<file path="src/rtl/ama_riscv_ctrl_pipe_if.sv">
// Decode-to-control pipeline bundle: decode fields and mode controls in,
// per-stage qualified register info and stall out.
interface ama_riscv_ctrl_pipe_if;
    logic       dec_valid;
    logic [4:0] dec_rs1;
    logic [4:0] dec_rs2;
    logic [4:0] dec_rd;
    logic       dec_rd_we;
    logic       dec_rdp_we;
    logic       dec_load;
    logic       dec_mult;
    logic       hazard_to_exe;
    logic       dc_stalled;
    logic       flush_exe;
    logic [4:0] rs1_exe;
    logic [4:0] rs2_exe;
    logic [4:0] rd_mem;
    logic [4:0] rd_wbk;
    logic       rd_we_mem;
    logic       rd_we_wbk;
    logic       rdp_we_mem;
    logic       rdp_we_wbk;
    logic       load_inst_mem;
    logic       load_inst_wbk;
    logic       mult_inst_mem;
    logic       stall_dec;
    logic [15:0] bubble_cnt;

    modport master (
        output dec_valid, dec_rs1, dec_rs2, dec_rd,
        output dec_rd_we, dec_rdp_we, dec_load, dec_mult,
        output hazard_to_exe, dc_stalled, flush_exe,
        input  rs1_exe, rs2_exe, rd_mem, rd_wbk,
        input  rd_we_mem, rd_we_wbk, rdp_we_mem, rdp_we_wbk,
        input  load_inst_mem, load_inst_wbk, mult_inst_mem,
        input  stall_dec, bubble_cnt
    );

    modport slave (
        input  dec_valid, dec_rs1, dec_rs2, dec_rd,
        input  dec_rd_we, dec_rdp_we, dec_load, dec_mult,
        input  hazard_to_exe, dc_stalled, flush_exe,
        output rs1_exe, rs2_exe, rd_mem, rd_wbk,
        output rd_we_mem, rd_we_wbk, rdp_we_mem, rdp_we_wbk,
        output load_inst_mem, load_inst_wbk, mult_inst_mem,
        output stall_dec, bubble_cnt
    );
endinterface

</file>
<file path="src/rtl/ama_riscv_ctrl_pipe.sv">
// EXE/MEM/WBK control pipeline: freeze, hazard bubble, flush and advance
// modes with a saturating hazard-bubble counter.
module ama_riscv_ctrl_pipe (
    input  logic clk,
    input  logic rst,
    ama_riscv_ctrl_pipe_if.slave bus
);

    typedef struct packed {
        logic       valid;
        logic [4:0] rs1;
        logic [4:0] rs2;
        logic [4:0] rd;
        logic       rd_we;
        logic       rdp_we;
        logic       load;
        logic       mult;
    } stage_t;

    stage_t exe_q, exe_d;
    stage_t mem_q, mem_d;
    stage_t wbk_q, wbk_d;
    stage_t dec_st;
    logic [15:0] bcnt_q, bcnt_d;
    logic        rd_nz;

    // Bubbles keep register fields so forwarding muxes see stable values
    function automatic stage_t bubble(input stage_t s);
        stage_t b;
        b        = s;
        b.valid  = 1'b0;
        b.rd_we  = 1'b0;
        b.rdp_we = 1'b0;
        b.load   = 1'b0;
        b.mult   = 1'b0;
        return b;
    endfunction

    assign rd_nz = (bus.dec_rd != 5'd0);

    always_comb begin
        dec_st        = '0;
        dec_st.valid  = bus.dec_valid;
        dec_st.rs1    = bus.dec_rs1;
        dec_st.rs2    = bus.dec_rs2;
        dec_st.rd     = bus.dec_rd;
        dec_st.rd_we  = bus.dec_rd_we && rd_nz;
        dec_st.rdp_we = bus.dec_rdp_we && rd_nz;
        dec_st.load   = bus.dec_load;
        dec_st.mult   = bus.dec_mult;
    end

    always_comb begin
        exe_d  = exe_q;
        mem_d  = mem_q;
        wbk_d  = wbk_q;
        bcnt_d = bcnt_q;
        priority case (1'b1)
            bus.dc_stalled: begin
            end
            bus.hazard_to_exe: begin
                mem_d = bubble(mem_q);
                wbk_d = mem_q;
                if (bcnt_q != 16'hFFFF)
                    bcnt_d = bcnt_q + 16'd1;
            end
            bus.flush_exe: begin
                exe_d = bubble(exe_q);
                mem_d = exe_q;
                wbk_d = mem_q;
            end
            default: begin
                exe_d = dec_st;
                mem_d = exe_q;
                wbk_d = mem_q;
            end
        endcase
    end

    always_ff @(posedge clk) begin
        if (rst) begin
            exe_q  <= '0;
            mem_q  <= '0;
            wbk_q  <= '0;
            bcnt_q <= '0;
        end else begin
            exe_q  <= exe_d;
            mem_q  <= mem_d;
            wbk_q  <= wbk_d;
            bcnt_q <= bcnt_d;
        end
    end

    assign bus.rs1_exe       = exe_q.rs1;
    assign bus.rs2_exe       = exe_q.rs2;
    assign bus.rd_mem        = mem_q.rd;
    assign bus.rd_wbk        = wbk_q.rd;
    assign bus.rd_we_mem     = mem_q.rd_we && mem_q.valid;
    assign bus.rd_we_wbk     = wbk_q.rd_we && wbk_q.valid;
    assign bus.rdp_we_mem    = mem_q.rdp_we && mem_q.valid;
    assign bus.rdp_we_wbk    = wbk_q.rdp_we && wbk_q.valid;
    assign bus.load_inst_mem = mem_q.load && mem_q.valid;
    assign bus.load_inst_wbk = wbk_q.load && wbk_q.valid;
    assign bus.mult_inst_mem = mem_q.mult && mem_q.valid;
    assign bus.stall_dec     = bus.hazard_to_exe || bus.dc_stalled;
    assign bus.bubble_cnt    = bcnt_q;

endmodule

</file>
<file path="src/flat_wrapper.sv">
// flat-port wrapper written by rule: the top's interface ports become plain ports
module ama_riscv_ctrl_pipe_flat 
  (clk, rst, bus_dec_valid, bus_dec_rs1, bus_dec_rs2, bus_dec_rd, bus_dec_rd_we, bus_dec_rdp_we, bus_dec_load, bus_dec_mult, bus_hazard_to_exe, bus_dc_stalled, bus_flush_exe, bus_rs1_exe, bus_rs2_exe, bus_rd_mem, bus_rd_wbk, bus_rd_we_mem, bus_rd_we_wbk, bus_rdp_we_mem, bus_rdp_we_wbk, bus_load_inst_mem, bus_load_inst_wbk, bus_mult_inst_mem, bus_stall_dec, bus_bubble_cnt);
  ama_riscv_ctrl_pipe_if bus_i ();
  input  logic clk;
  input  logic rst;
  input wire logic [$bits(bus_i.dec_valid)-1:0] bus_dec_valid;
  input wire logic [$bits(bus_i.dec_rs1)-1:0] bus_dec_rs1;
  input wire logic [$bits(bus_i.dec_rs2)-1:0] bus_dec_rs2;
  input wire logic [$bits(bus_i.dec_rd)-1:0] bus_dec_rd;
  input wire logic [$bits(bus_i.dec_rd_we)-1:0] bus_dec_rd_we;
  input wire logic [$bits(bus_i.dec_rdp_we)-1:0] bus_dec_rdp_we;
  input wire logic [$bits(bus_i.dec_load)-1:0] bus_dec_load;
  input wire logic [$bits(bus_i.dec_mult)-1:0] bus_dec_mult;
  input wire logic [$bits(bus_i.hazard_to_exe)-1:0] bus_hazard_to_exe;
  input wire logic [$bits(bus_i.dc_stalled)-1:0] bus_dc_stalled;
  input wire logic [$bits(bus_i.flush_exe)-1:0] bus_flush_exe;
  output wire logic [$bits(bus_i.rs1_exe)-1:0] bus_rs1_exe;
  output wire logic [$bits(bus_i.rs2_exe)-1:0] bus_rs2_exe;
  output wire logic [$bits(bus_i.rd_mem)-1:0] bus_rd_mem;
  output wire logic [$bits(bus_i.rd_wbk)-1:0] bus_rd_wbk;
  output wire logic [$bits(bus_i.rd_we_mem)-1:0] bus_rd_we_mem;
  output wire logic [$bits(bus_i.rd_we_wbk)-1:0] bus_rd_we_wbk;
  output wire logic [$bits(bus_i.rdp_we_mem)-1:0] bus_rdp_we_mem;
  output wire logic [$bits(bus_i.rdp_we_wbk)-1:0] bus_rdp_we_wbk;
  output wire logic [$bits(bus_i.load_inst_mem)-1:0] bus_load_inst_mem;
  output wire logic [$bits(bus_i.load_inst_wbk)-1:0] bus_load_inst_wbk;
  output wire logic [$bits(bus_i.mult_inst_mem)-1:0] bus_mult_inst_mem;
  output wire logic [$bits(bus_i.stall_dec)-1:0] bus_stall_dec;
  output wire logic [$bits(bus_i.bubble_cnt)-1:0] bus_bubble_cnt;
  assign bus_i.dec_valid = bus_dec_valid;
  assign bus_i.dec_rs1 = bus_dec_rs1;
  assign bus_i.dec_rs2 = bus_dec_rs2;
  assign bus_i.dec_rd = bus_dec_rd;
  assign bus_i.dec_rd_we = bus_dec_rd_we;
  assign bus_i.dec_rdp_we = bus_dec_rdp_we;
  assign bus_i.dec_load = bus_dec_load;
  assign bus_i.dec_mult = bus_dec_mult;
  assign bus_i.hazard_to_exe = bus_hazard_to_exe;
  assign bus_i.dc_stalled = bus_dc_stalled;
  assign bus_i.flush_exe = bus_flush_exe;
  assign bus_rs1_exe = bus_i.rs1_exe;
  assign bus_rs2_exe = bus_i.rs2_exe;
  assign bus_rd_mem = bus_i.rd_mem;
  assign bus_rd_wbk = bus_i.rd_wbk;
  assign bus_rd_we_mem = bus_i.rd_we_mem;
  assign bus_rd_we_wbk = bus_i.rd_we_wbk;
  assign bus_rdp_we_mem = bus_i.rdp_we_mem;
  assign bus_rdp_we_wbk = bus_i.rdp_we_wbk;
  assign bus_load_inst_mem = bus_i.load_inst_mem;
  assign bus_load_inst_wbk = bus_i.load_inst_wbk;
  assign bus_mult_inst_mem = bus_i.mult_inst_mem;
  assign bus_stall_dec = bus_i.stall_dec;
  assign bus_bubble_cnt = bus_i.bubble_cnt;
  ama_riscv_ctrl_pipe u_core (.clk(clk), .rst(rst), .bus(bus_i));
endmodule
</file>
<file path="config.mk">
export PLATFORM = sky130hd
export DESIGN_NAME = ama_riscv_ctrl_pipe_flat
export DESIGN_NICKNAME = d
export VERILOG_FILES = /design/src/rtl/ama_riscv_ctrl_pipe_if.sv /design/src/rtl/ama_riscv_ctrl_pipe.sv /design/src/flat_wrapper.sv
export SDC_FILE = /design/constraint.sdc
export NUM_CORES = 1
export LEC_CHECK = 0
export BUFFER_PORTS_ARGS = -buffer_cell sky130_fd_sc_hd__buf_2
export CAP_MARGIN = 20
export CORE_ASPECT_RATIO = 1.25
export CORE_UTILIZATION = 30
export DETAILED_ROUTE_END_ITERATION = 6
export PLACE_DENSITY_LB_ADDON = 0.08
export SLEW_MARGIN = 20
export SYNTH_ARGS = -nofsm -noshare
export SYNTH_HDL_FRONTEND = slang
export SYNTH_SLANG_ARGS = --single-unit
</file>
<file path="constraint.sdc">
create_clock -name clk -period 3.9 [get_ports clk]
set_input_delay 0.39 -clock clk [delete_from_list [all_inputs] [get_ports clk]]
set_output_delay 0.39 -clock clk [all_outputs]
set_load 0.005 [all_outputs]
</file>
Yosys cells after proc, flatten, opt, wreduce, memory -nomap -nowiden --
Cells that the tools add are included.
Storage, ports and cells: bits in registers 65, bits of input ports 25, output and inout port bits 44, logic and storage cells 43
Operators by class: add/subtract/negate cells 1, equal/unequal tests 1, muxes and demuxes 2, bitwise operators 3, reduce and logical (&&, ||, !) cells 14
Operator list (count):
- $mux 20 | 2
- $add 16x1->16 const B | 1
- $ne 16x16->1 const B | 1
- $logic_and 1x1->1 | 9
- $reduce_and 3->1 | 2
- $reduce_bool 5->1 | 1
- $not 1->1 | 3
- $reduce_and 2->1 | 1
- $logic_or 1x1->1 | 1

Logic depth before layout (Yosys ltp) --
depth after elaboration 3, gate-level depth with buffers 7, depth with buffers taken out 5

Worst setup path before layout --
OpenSTA, ideal clock, no wires.
path type in2reg, from in bus_hazard_to_exe, to reg u_core.bcnt_q[9] (netlist: u_core.bus.bubble_cnt[9]), arrival 1.528 ns, required time 3.779 ns, path slack 2.251 ns, stages on the path 6, path through buf_6 > and2b_2 > nand4_2 > buf_6 > nor4b_1 > mux2_2
Between the ends: cells in the longest elaborated chain, start to end 1
RTL lines:
- start, declared | RTL line flat_wrapper.sv:15 | input wire logic [$bits(bus_i.hazard_to_exe)-1:0] bus_hazard_to_exe;
- $reduce_and 3->1 (no line)
- end signal, assigned | RTL line ama_riscv_ctrl_pipe.sv:90 | bcnt_q <= bcnt_d;
- end, declared | RTL line ama_riscv_ctrl_pipe.sv:24 | logic [15:0] bcnt_q, bcnt_d;
No other way between the ends. A chain may end at the register's enable or synchronous reset.

Worst setup path in the final report --
from in bus_dc_stalled, to out bus_stall_dec
Between the ends: cells in the longest elaborated chain, start to end 1
RTL lines:
- start, declared | RTL line flat_wrapper.sv:16 | input wire logic [$bits(bus_i.dc_stalled)-1:0] bus_dc_stalled;
- $logic_or 1x1->1 | RTL line ama_riscv_ctrl_pipe.sv:105 | assign bus.stall_dec = bus.hazard_to_exe || bus.dc_stalled;
- end, declared | RTL line flat_wrapper.sv:29 | output wire logic [$bits(bus_i.stall_dec)-1:0] bus_stall_dec;
No other way between the ends.

==> results.sh <==
export IMPL_status="complete, no violations"
export IMPL_timing_max_transition_violations_final=0
export IMPL_drive_gt1_share_pct=25.8
export IMPL_number_of_enable_flip_flop_cells_after_synthesis=0
export IMPL_count_of_fill_cells_added_during_filler_insertion=860
export IMPL_post_dp_cell_area_um2=2650
export IMPL_finalWirelength_um=5510
export IMPL_hold_path_startpoint="bus_dec_rs1[1]"
export IMPL_min_delay_path_class="input pin to register"
export IMPL_timing_max_slew_rel_slack_pct=58.1
export IMPL_num_antenna_cells=0
export IMPL_via_count_of_the_routed_design=2069
export IMPL_drtIter0Drc=58
export IMPL_hold_buffers=0
export IMPL_num_nets_final=351
export IMPL_cellLeakagePower_nw=1.14
export IMPL_num_rows=36
export IMPL_wl_per_cell_um=13.1
export IMPL_ys_warnings_count=0
export IMPL_rr_worst_depth=5
export IMPL_synth_seq_cells=55
export IMPL_coreArea_um2=7790
export IMPL_initial_core_utilization_pct=30.9
export IMPL_floorplan_die_area_um2=8390
export IMPL_finalSetupViolations=0
export IMPL_max_slew_worst_pin_slew_ns=0.628
export IMPL_timing_final_hold_violations=0
export IMPL_max_clock_path_buffers=2
export IMPL_worstSetupPathType="input pin to primary output"
export IMPL_globalplace_congestion=0.721
export IMPL_synth_seq_area_share_pct=45.7
export IMPL_post_synth_num_cell_types=41
export IMPL_first_pass_grt_wire_length_um=9180
export IMPL_syn_instance_count=284
export IMPL_dpl_hpwl_um=3780
export IMPL_postCtsSetupRepairBufs=0
export IMPL_max_freq_ghz=0.509
export IMPL_setup_repair_after_global_routing_missed_its_margin="false"
export IMPL_grt_ovfl_total=0
export IMPL_gr_usage_all_layers_pct=14.1
export IMPL_vias_per_cell=4.91
export IMPL_timing_critical_path_from_type="input pin"
export IMPL_die_height_um=102
export IMPL_layout_cells_non_filler=421
export IMPL_grt_start_max_net_pins=58
export IMPL_port_buffers=68
export IMPL_most_used_flip_flop_cell_after_synthesis="sky130_fd_sc_hd__dfxtp_1"
export IMPL_cts_buffers=5
export IMPL_htree_levels=2
export IMPL_power_density_nw_per_um2=390
export IMPL_clock_sinks=55
export IMPL_syn_cell_area_um2=2410
export IMPL_crit_reg2reg_launch="u_core.bus.bubble_cnt[0]$_SDFFE_PP0P_"
export IMPL_async_reset_ff_share_pct=0
export IMPL_cts_root_buffer_cell="sky130_fd_sc_hd__clkbuf_8"
export IMPL_mappedNetlistNets=310
export IMPL_drc=0
export IMPL_first_global_vias=1895
export IMPL_syn_avg_cell_area_um2=8.48
export IMPL_number_of_antenna_violations_at_the_first_check_in_global_routing=0
export IMPL_ctsResizeCount=0
export IMPL_die_width_um=82.1
export IMPL_clock_network_latency_to_the_later_pin_of_the_worst_skew_pair_ns=0.31
export IMPL_cp_data_arrival_time_ns=1.57
export IMPL_totalNegativeSetupSlack_ns=0
export IMPL_stdcell_area_um2=2790
export IMPL_route_antenna_remaining_nets=0
export IMPL_whs_path_depth=3
export IMPL_critical_path_peak_fanout=23
export IMPL_vdd_drop_max_mv=0.152
export IMPL_io_pins=69
export IMPL_area_growth_synth_to_final_pct=15.7
export IMPL_period_needed_ns=1.96
export IMPL_timing_reg2reg_setup_slack_ns=2.02
export IMPL_path_clk_slew_ns=0.10
export IMPL_finalCritPeriodShare_pct=50.3
export IMPL_endpoint_kind="primary output"
export IMPL_detail_route_first_pass_iterations=4
export IMPL_critPathRequiredTime_ns=3.51
export IMPL_timing_rr_end="u_core.bus.bubble_cnt[14]$_SDFFE_PP0P_"
export IMPL_hold_path_end="u_core.bus.rs1_exe[1]$_SDFFE_PP0P_"
export IMPL_post_place_cells=413
export IMPL_max_cap_violations=0
export IMPL_finClkSkew_ns=0.0136
export IMPL_cts_tree="built"
## layout by cell type, fill, tap and decap left out, types with 5 or more instances in the layout
cell type / synthesis / layout
sky130_fd_sc_hd__and2_1: 7 / 7
sky130_fd_sc_hd__buf_2: 2 / 67
sky130_fd_sc_hd__or3_1: 5 / 5
sky130_fd_sc_hd__nor3b_1: 5 / 5
sky130_fd_sc_hd__mux2i_1: 10 / 10
sky130_fd_sc_hd__clkbuf_8: 0 / 5
sky130_fd_sc_hd__a21oi_1: 39 / 39
sky130_fd_sc_hd__nand4_1: 5 / 5
sky130_fd_sc_hd__nor2_1: 22 / 21
sky130_fd_sc_hd__dfxtp_1: 55 / 55
sky130_fd_sc_hd__nand2_1: 46 / 46
sky130_fd_sc_hd__o21ai_0: 6 / 6
## registers in the layout, indices dropped and copies added, names as in the netlist
name                   cells
u_core.bus.bubble_cnt     16
u_core.bus.rd_mem          5
u_core.bus.rd_wbk          5
u_core.bus.rs1_exe         5
u_core.bus.rs2_exe         5
u_core.exe_q              10
u_core.mem_q               5
u_core.wbk_q               4
## critical path: stages
cell                     delay, ns
sky130_fd_sc_hd__buf_2        0.43
sky130_fd_sc_hd__nor2_2       0.19
sky130_fd_sc_hd__inv_1        0.34
sky130_fd_sc_hd__buf_2        0.20
## layer usage
| metal | routed length (um) | track usage [%] |
|---|---|---|
| met5 | 0 | 0 |
| met4 | 80 | 4.86 |
| met3 | 227 | 2.86 |
| met2 | 2780 | 23.8 |
| met1 | 2420 | 17.7 |
## Yosys cell counts (all sizes together) (5+ instances only)
cell type / count / share of area (%)
nor3b: 5 / 1.6
nor2: 23 / 3.7
or3: 5 / 1.3
dfxtp: 55 / 46
nand4: 6 / 1.8
a21oi: 39 / 8.1
and2: 7 / 1.8
nand2: 46 / 7.2
mux2i: 10 / 4.2
buf: 25 / 7.7
clkbuf: 10 / 1.6
o21ai: 6 / 1.2
## how the worst max path moves through the flow
stage	slack (ns)	endpoint	cells after the start	from
6_report	1.94	bus_stall_dec	4	bus_dc_stalled
5_1_grt	1.71	u_core.bus.rs1_exe[3]$_SDFFE_PP0P_	6	bus_dc_stalled
4_1_cts	1.67	u_core.exe_q[8]$_SDFFE_PP0P_	6	bus_dc_stalled
3_5_place_dp	1.34	u_core.exe_q[8]$_SDFFE_PP0P_	6	bus_dc_stalled
3_3_place_gp	1.43	u_core.exe_q[4]$_SDFFE_PP0P_	6	bus_dc_stalled
2_1_floorplan	2.25	u_core.bus.bubble_cnt[9]$_SDFFE_PP0P_	6	bus_hazard_to_exe
## area by class of cell
class                      count  area [um^2]  area share [%]
clock buffer                   6         72.6            2.60
clock inverter                 2         60.1            2.15
inverter                       4         15.0           0.539
multi-input combinational    190         1070            38.4
sequential                    55         1100            39.5
tap                           95          119            4.26
timing repair buffer          69          350            12.6
## through the flow
stage	util, %	power (mW)	hold WS, ns	setup WS [ns]
CTS	35.7	1.10	0.292	1.67
floorplan	-	0.629	0.427	2.25
detailed placement	34.0	0.652	0.443	1.34
global placement	34.0	0.652	0.436	1.43
global route	35.8	1.13	0.288	1.71
finish	35.8	1.09	0.305	1.94
## report_power, final
part	switching [mW]	internal (mW)	total, mW
logic	0.0384	0.0238	0.0622
clock network	0.193	0.257	0.450
registers	0.00540	0.570	0.576
## kinds of logic after synthesis
| group | after synthesis | synth area share [%] |
|---|---|---|
| adder cells (fa/ha/maj) | 1 | 0.519 |
| AND/OR/NAND/NOR | 120 | 25.6 |
| flip-flops | 55 | 45.7 |
| buffers and inverters | 39 | 9.97 |
| AO/OA/AOI/OAI | 57 | 13.1 |
| multiplexers | 12 | 5.09 |
(Power assumes the default switching activity.)
